==> config.mk <==
export PLATFORM = sky130hd
export DESIGN_NAME = my_fifo
export DESIGN_NICKNAME = d
export VERILOG_FILES = /design/src/rtl/my_fifo_pkg.sv /design/src/rtl/my_fifo.sv
export SDC_FILE = /design/constraint.sdc
export NUM_CORES = 1
export LEC_CHECK = 0
export BUFFER_PORTS_ARGS = -buffer_cell sky130_fd_sc_hd__buf_4
export CAP_MARGIN = 20
export CORE_UTILIZATION = 60
export CTS_CLUSTER_SIZE = 10
export DETAILED_ROUTE_END_ITERATION = 7
export PLACE_DENSITY = 0.78
export SLEW_MARGIN = 10
export SYNTH_ARGS = -nofsm -noshare
export SYNTH_HDL_FRONTEND = slang
export SYNTH_SLANG_ARGS = --single-unit
==> constraint.sdc <==
create_clock -name clk -period 2.7 [get_ports clk]
set_clock_uncertainty 0.05 [all_clocks]
set_input_delay 0.27 -clock clk [delete_from_list [all_inputs] [get_ports clk]]
set_output_delay 0.27 -clock clk [all_outputs]
set_load 0.005 [all_outputs]
==> src/rtl/my_fifo_pkg.sv <==
`default_nettype none
// ============================================================================
// Module   : my_fifo_pkg
// Brief    : Shared default sizes for the my_fifo shift-register FIFO.
// Revision : 1.0 - initial release
// ============================================================================
package my_fifo_pkg;

  // Default data word width in bits
  localparam int c_bit_depth = 8;
  // Default number of storage entries (at least 2)
  localparam int c_fifo_volume = 8;
  // Default width of the occupancy count, which spans 0..c_fifo_volume
  localparam int c_fifo_volume_bit_depth = $clog2(c_fifo_volume + 1);

endpackage : my_fifo_pkg
`default_nettype wire

==> src/rtl/my_fifo.sv <==
`default_nettype none
// ============================================================================
// Module   : my_fifo
// Brief    : Single-clock FIFO built as a shift register. Entry 0 is always
//            the oldest word; the tail index doubles as the occupancy count.
//            A pop shifts every entry down one place, and read data is
//            registered.
// Revision : 1.0 - initial release
// ============================================================================
module my_fifo
  import my_fifo_pkg::*;
#(
  parameter int BIT_DEPTH             = c_bit_depth,
  parameter int FIFO_VOLUME           = c_fifo_volume,
  parameter int FIFO_VOLUME_BIT_DEPTH = $clog2(FIFO_VOLUME + 1)
) (
  input  logic                             clk,
  input  logic                             rst,
  input  logic                             enable_read,
  input  logic                             enable_write,
  input  logic [BIT_DEPTH-1:0]             value_to_write,
  output logic [BIT_DEPTH-1:0]             value_to_read,
  output logic                             full,
  output logic                             empty,
  output logic [FIFO_VOLUME_BIT_DEPTH-1:0] count
);

  localparam logic [FIFO_VOLUME_BIT_DEPTH-1:0] c_full_count = FIFO_VOLUME_BIT_DEPTH'(FIFO_VOLUME);
  localparam logic [FIFO_VOLUME_BIT_DEPTH-1:0] c_one        = FIFO_VOLUME_BIT_DEPTH'(1);

  logic [BIT_DEPTH-1:0]             FIFO_array [FIFO_VOLUME];
  logic [FIFO_VOLUME_BIT_DEPTH-1:0] FIFO_tail_index;

  logic                             w_rd_ok;
  logic                             w_wr_ok;
  logic [FIFO_VOLUME_BIT_DEPTH-1:0] w_wr_idx;
  logic [FIFO_VOLUME_BIT_DEPTH-1:0] w_tail_next;
  logic [BIT_DEPTH-1:0]             w_array_next [FIFO_VOLUME];

  // A pop needs data; a push on a full FIFO is only legal when a pop frees a slot in the same cycle
  always_comb begin
    w_rd_ok = enable_read && (FIFO_tail_index != '0);
    w_wr_ok = enable_write && ((FIFO_tail_index != c_full_count) || w_rd_ok);
    // After a pop the whole array moves down, so the free slot is one lower
    w_wr_idx = w_rd_ok ? (FIFO_tail_index - c_one) : FIFO_tail_index;
  end

  // Next array contents: optional shift-down followed by the optional insert at the tail
  always_comb begin
    w_array_next = FIFO_array;
    if (w_rd_ok) begin
      for (int i = 0; i < FIFO_VOLUME - 1; i++) begin
        w_array_next[i] = FIFO_array[i+1];
      end
    end
    if (w_wr_ok) begin
      // Compare against each slot rather than index directly, keeping the index width decoupled from the array size
      for (int i = 0; i < FIFO_VOLUME; i++) begin
        if (w_wr_idx == FIFO_VOLUME_BIT_DEPTH'(i)) begin
          w_array_next[i] = value_to_write;
        end
      end
    end
  end

  // Next tail index: simultaneous pop and push leaves occupancy unchanged
  always_comb begin
    w_tail_next = FIFO_tail_index;
    if (w_rd_ok && !w_wr_ok) begin
      w_tail_next = FIFO_tail_index - c_one;
    end else if (w_wr_ok && !w_rd_ok) begin
      w_tail_next = FIFO_tail_index + c_one;
    end
  end

  // State registers; reset clears storage so unused entries never read as X
  always_ff @(posedge clk or negedge rst) begin
    if (!rst) begin
      for (int i = 0; i < FIFO_VOLUME; i++) begin
        FIFO_array[i] <= '0;
      end
      FIFO_tail_index <= '0;
      value_to_read   <= '0;
    end else begin
      FIFO_array      <= w_array_next;
      FIFO_tail_index <= w_tail_next;
      if (w_rd_ok) begin
        value_to_read <= FIFO_array[0];
      end
    end
  end

  // Status flags derived directly from occupancy
  always_comb begin
    count = FIFO_tail_index;
    full  = (FIFO_tail_index == c_full_count);
    empty = (FIFO_tail_index == '0);
  end

endmodule : my_fifo
`default_nettype wire

Word level (Yosys, flattened, before mapping) --
Index checks and enable logic that the tools add are counted.
Operators by class: $add $sub $neg 2, equality and inequality tests 9, multiplexer cells 13, reductions and logical operators 12
Operators by type and width (count):
- $mux 64 | 1
- $mux 8 | 8
- $mux 56 | 1
- $eq 4x3->1 const B | 4
- $mux 4 | 3
- $eq 4x2->1 const B | 2
- $logic_not 4->1 | 2
- $add 4x1->4 const B | 1
- $eq 4x1->1 const B | 1
- $eq 4x4->1 const B | 1
- $logic_and 1x1->1 | 4
- $ne 4x4->1 const B | 1
- $reduce_bool 4->1 | 1
- $sub 4x1->4 const B | 1
- $logic_not 1->1 | 2
- $reduce_and 2->1 | 1
- $reduce_bool 2->1 | 1
- $logic_or 1x1->1 | 1
Word-level totals: register bits after elaboration 76, bits of input ports 12, output and inout bits 14

Longest topological paths before layout --
depth in word-level cells 7, mapped depth 10, depth with buffers taken out 7

Worst setup path after synthesis --
Ideal clock, no wire load.
kind reg2reg, from reg FIFO_tail_index[0], in the netlist count[0], to reg FIFO_array[32] (netlist bit), setup time 0.125 ns, arrival time 2.274 ns, data required time 2.525 ns, setup slack 0.251 ns, stages on the path, launching flop included 8, buffers on the path 0, cell sequence dfrtp_1 > inv_1 > ha_1 > nand2b_4 > o21ai_4 > mux2i_2 > nand3_1 > mux2_2
RTL lines:
- from (decl) | RTL line my_fifo.sv:32 | logic [FIFO_VOLUME_BIT_DEPTH-1:0] FIFO_tail_index;
- from (signal assigned) | RTL line my_fifo.sv:86 | FIFO_tail_index <= w_tail_next;
- to (signal assigned) | RTL line my_fifo.sv:85 | FIFO_array <= w_array_next;
- to (decl) | RTL line my_fifo.sv:31 | logic [BIT_DEPTH-1:0] FIFO_array [FIFO_VOLUME];

==> results by group <==
Layout
  • Share of final-layout standard cells stronger than drive strength 1: 0.609
  • Final cell count without fillers: around 390
  • Layout overhead on the synthesized area: 15.5%
  • Count of filler cells inserted in the layout: between 400 and 500
  • Highest-count cells in the layout ignoring fill and taps: sky130_fd_sc_hd__mux2_2, sky130_fd_sc_hd__dfrtp_1, sky130_fd_sc_hd__buf_4
  • Total Nets Final: approximately 320
  • Most common cell after layout, fill and taps aside: sky130_fd_sc_hd__mux2_2
  • Combined flip-flop and latch cell area: ~0.0019 sq mm
  • Total area of multi-input combinational cells: 0.00187 sq mm
  • Number of inserted diodes: 0

Flow run
  • Max-capacitance violation count: 0

STA
  • Worst hold slack: -5.85 ps
  • Time the worst path needs with I/O delays and setup: 2560 ps
  • Headroom to the max-slew limit: 0.379
  • Fraction of the cycle the final worst path needs: 0.949
  • Maximum clock frequency: ~0.4 GHz
  • Final setup vio count: 0
  • Actual transition at the worst max-transition pin: just over 900 ps
  • Count of endpoints failing hold in the final timing report: 5
  • Count of final max-slew check failures: 0
  • Setup TNS: 0 ps

Logic synthesis
  • Most instantiated flip-flop cell in the synthesis netlist: sky130_fd_sc_hd__dfrtp_1
  • Register bit total from synthesis: 76
  • Post-synth net total: 285
  • Syn Std Cell Area: between 0.003 and 0.004 sq mm
  • Number of distinct library cells after synthesis: 35
  • Yosys warning total: 0
  • Share of flip-flops with an asynchronous set or reset: 1.00
  • Sequential area share after synthesis: 0.496
  • Count of flip-flops with a built-in enable after synthesis: 0
  • Cells after synthesis: 271
  • Average cell area after synthesis: between 10 and 15 sq um

Pwr
  • PD cells: 1130 mW/mm^2
  • Total leakage power: ~0.0021 uW
  • Tot Pwr: about 5000 uW
  • Worst ir drop on vdd: ~0.91 mV

Critical path
  • WP depth: 8
  • Worst path slowest cell: sky130_fd_sc_hd__a2111o_2
  • Worst reg2reg path endpoint: FIFO_array[25]
  • Worst R2R Setup Slack: approximately 140 ps
  • Type of element launching the critical path: flip-flop
  • FF-to-FF Start: count[1]
  • Data required time of the critical path: 2890 ps
  • Family with the most delay on the worst path: compound AO/OA/AOI/OAI gates
  • R2R depth: 8
  • Highest fanout seen on the critical path: 8
  • Worst setup EP type: flip-flop
  • Critical setup path kind: flip-flop to flip-flop
  • Signal arrival time at the worst endpoint: 2760 ps
  • Worst setup path endpoint: FIFO_array[25]
  • Launching element of the worst setup path: count[1]
  • Critical path, cell by cell: inv_1, ha_2, nand2b_4, o21ai_4, mux2i_2, buf_4, a2111o_2, mux2_4
  • Count of buffering cells on the critical path with inverters included: 2
  • Peak per-stage delay on the critical path: just over 600 ps

Clock tree
  • Number of CTS-inserted buffers: 9
  • Latest clock arrival within the worst-skew pair: between 300 and 400 ps
  • TritonCTS clock tree: done
  • CTS Buffer Depth: 2
  • CTS sink cnt: between 70 and 80
  • Cell at the root of the clock tree: sky130_fd_sc_hd__clkbuf_8
  • H-tree depth reported by CTS: 3
  • Clock transition time at the flip-flop clock pins of the worst setup and hold paths: roughly 80 ps

Run status
  • Violated checks: negative hold slack
  • Status: finished, violations left

Route
  • Via density per instance: slightly below 6
  • Final wirelength: a little under 7000 um
  • Average wire length per cell after detail routing: 17.7 um
  • Routed Antenna Nets: 0
  • Vias: 2233
  • DRC violations left: 0
  • Drt initial violations: between 100 and 150
  • Initial DRT Pass Iterations: 4

Global route
  • GR peak layer: met2
  • Met1 usage: 0.308
  • Global-route total usage across every layer: 0.234
  • GR Util met3: 0.0578
  • Wire length of the first global-routing pass: 11200 um
  • Number of antenna violations at the first check in global routing: 0
  • Global-route congestion overflow total: 0
  • Largest net degree at the start of global routing: 77
  • Global routing usage on met2: 0.372
  • Vias in the first global route: about 2300

Worst hold path
  • Path class of the lowest-slack min-delay path: input port to async pin

Floorplan
  • Die W: roughly 80 um
  • Area enclosed by the die boundary: between 0.006 and 0.007 sq mm
  • Starting density of the core: 0.636
  • Count of standard-cell rows: 28
  • Die boundary height: ~80 um
  • Core outline area: about 0.006 sq mm
  • Number of top-level design ports: 26

Place
  • Number of cells in the design after placement: between 300 and 400
  • GP Congestion: slightly above 0.8
  • IO buf count: 25
  • Half-perimeter wire length of the detailed placement result: approximately 4400 um
[sequential cells by signal, summed over array words and instances (netlist names)]
name and count:
FIFO_array 64, count 4, value_to_read 8
[worst min-delay path by stage]
stage          from               end  slack, ps  cells after the start
5_1_grt         rst    FIFO_array[57]         80                      1
3_3_place_gp    rst  value_to_read[1]        430                      1
6_report        rst  value_to_read[1]         -6                      1
3_5_place_dp    rst  value_to_read[1]        420                      1
2_1_floorplan   rst     FIFO_array[0]        -80                      0
4_1_cts         rst    FIFO_array[55]         40                      1
[synthesized netlist by cell type (2+ instances only)]
cell                       count  area share
sky130_fd_sc_hd__mux2_2      118        0.35
sky130_fd_sc_hd__dfrtp_1      76        0.50
sky130_fd_sc_hd__mux2_4        8       0.031
sky130_fd_sc_hd__clkbuf_1      7      0.0069
sky130_fd_sc_hd__nand3_1       7      0.0091
sky130_fd_sc_hd__o21ai_0       5      0.0065
sky130_fd_sc_hd__buf_2         4      0.0052
sky130_fd_sc_hd__inv_1         4      0.0039
sky130_fd_sc_hd__nand2_1       4      0.0039
sky130_fd_sc_hd__nand3b_1      4      0.0078
sky130_fd_sc_hd__nor2_1        4      0.0039
sky130_fd_sc_hd__buf_4         2      0.0039
sky130_fd_sc_hd__ha_1          2      0.0065
sky130_fd_sc_hd__mux2_1        2      0.0059
sky130_fd_sc_hd__nor3b_4       2      0.0098
sky130_fd_sc_hd__o21a_1        2      0.0039
sky130_fd_sc_hd__xnor2_1       2      0.0046
[through the flow]
step | worst slack (ps) | util | instance area, sq um
2_1_floorplan | 251 | - | 3830
3_3_place_gp | 128 | 0.689 | 4150
3_5_place_dp | 26.3 | 0.689 | 4150
4_1_cts | 20.0 | 0.728 | 4390
5_1_grt | -4.04 | 0.734 | 4430
6_report | 137 | 0.734 | 4430
[worst reg2reg max path, cell delays in order, from the launching register on]
cell,delay (ps)
sky130_fd_sc_hd__dfrtp_1,450
sky130_fd_sc_hd__inv_1,120
sky130_fd_sc_hd__ha_2,260
sky130_fd_sc_hd__nand2b_4,80
sky130_fd_sc_hd__o21ai_4,250
sky130_fd_sc_hd__mux2i_2,100
sky130_fd_sc_hd__buf_4,190
sky130_fd_sc_hd__a2111o_2,610
sky130_fd_sc_hd__mux2_4,350
[per-layer routing]
metal  wire length (um)  vias to the layer above
met2               3280                       29
met4                117                        0
li1                   -                     1054
met1               3280                     1139
met5                  0                        -
met3                158                       11
[report_power, final]
part | switching [uW] | internal (uW)
Combinational | 814 | 1290
Sequential | 247 | 1630
Clock | 414 | 616
[final cells by class]
class | count | area share
Clock buffer | 12 | 0.0305
Tap cell | 75 | 0.0212
Clock inverter | 4 | 0.0221
Inverter | 4 | 0.00339
Timing Repair Buffer | 38 | 0.0701
Multi-Input combinational cell | 178 | 0.423
Sequential cell | 76 | 0.430
[repair_timing]
item,4_1_cts,5_1_grt
gates resized for setup,0,5
hold buffers,0,0
setup endpoints to repair,0,45
buffers inserted,0,1
[logic make-up after synthesis]
family | after synthesis | synth area share
fa+ha+maj | 2 | 0.00653
compound gates | 16 | 0.0317
flops | 76 | 0.496
mux | 129 | 0.388
simple gates | 27 | 0.0467
buf+inv | 17 | 0.0199
xor+xnor | 4 | 0.0111
(Power assumes the default switching activity.)
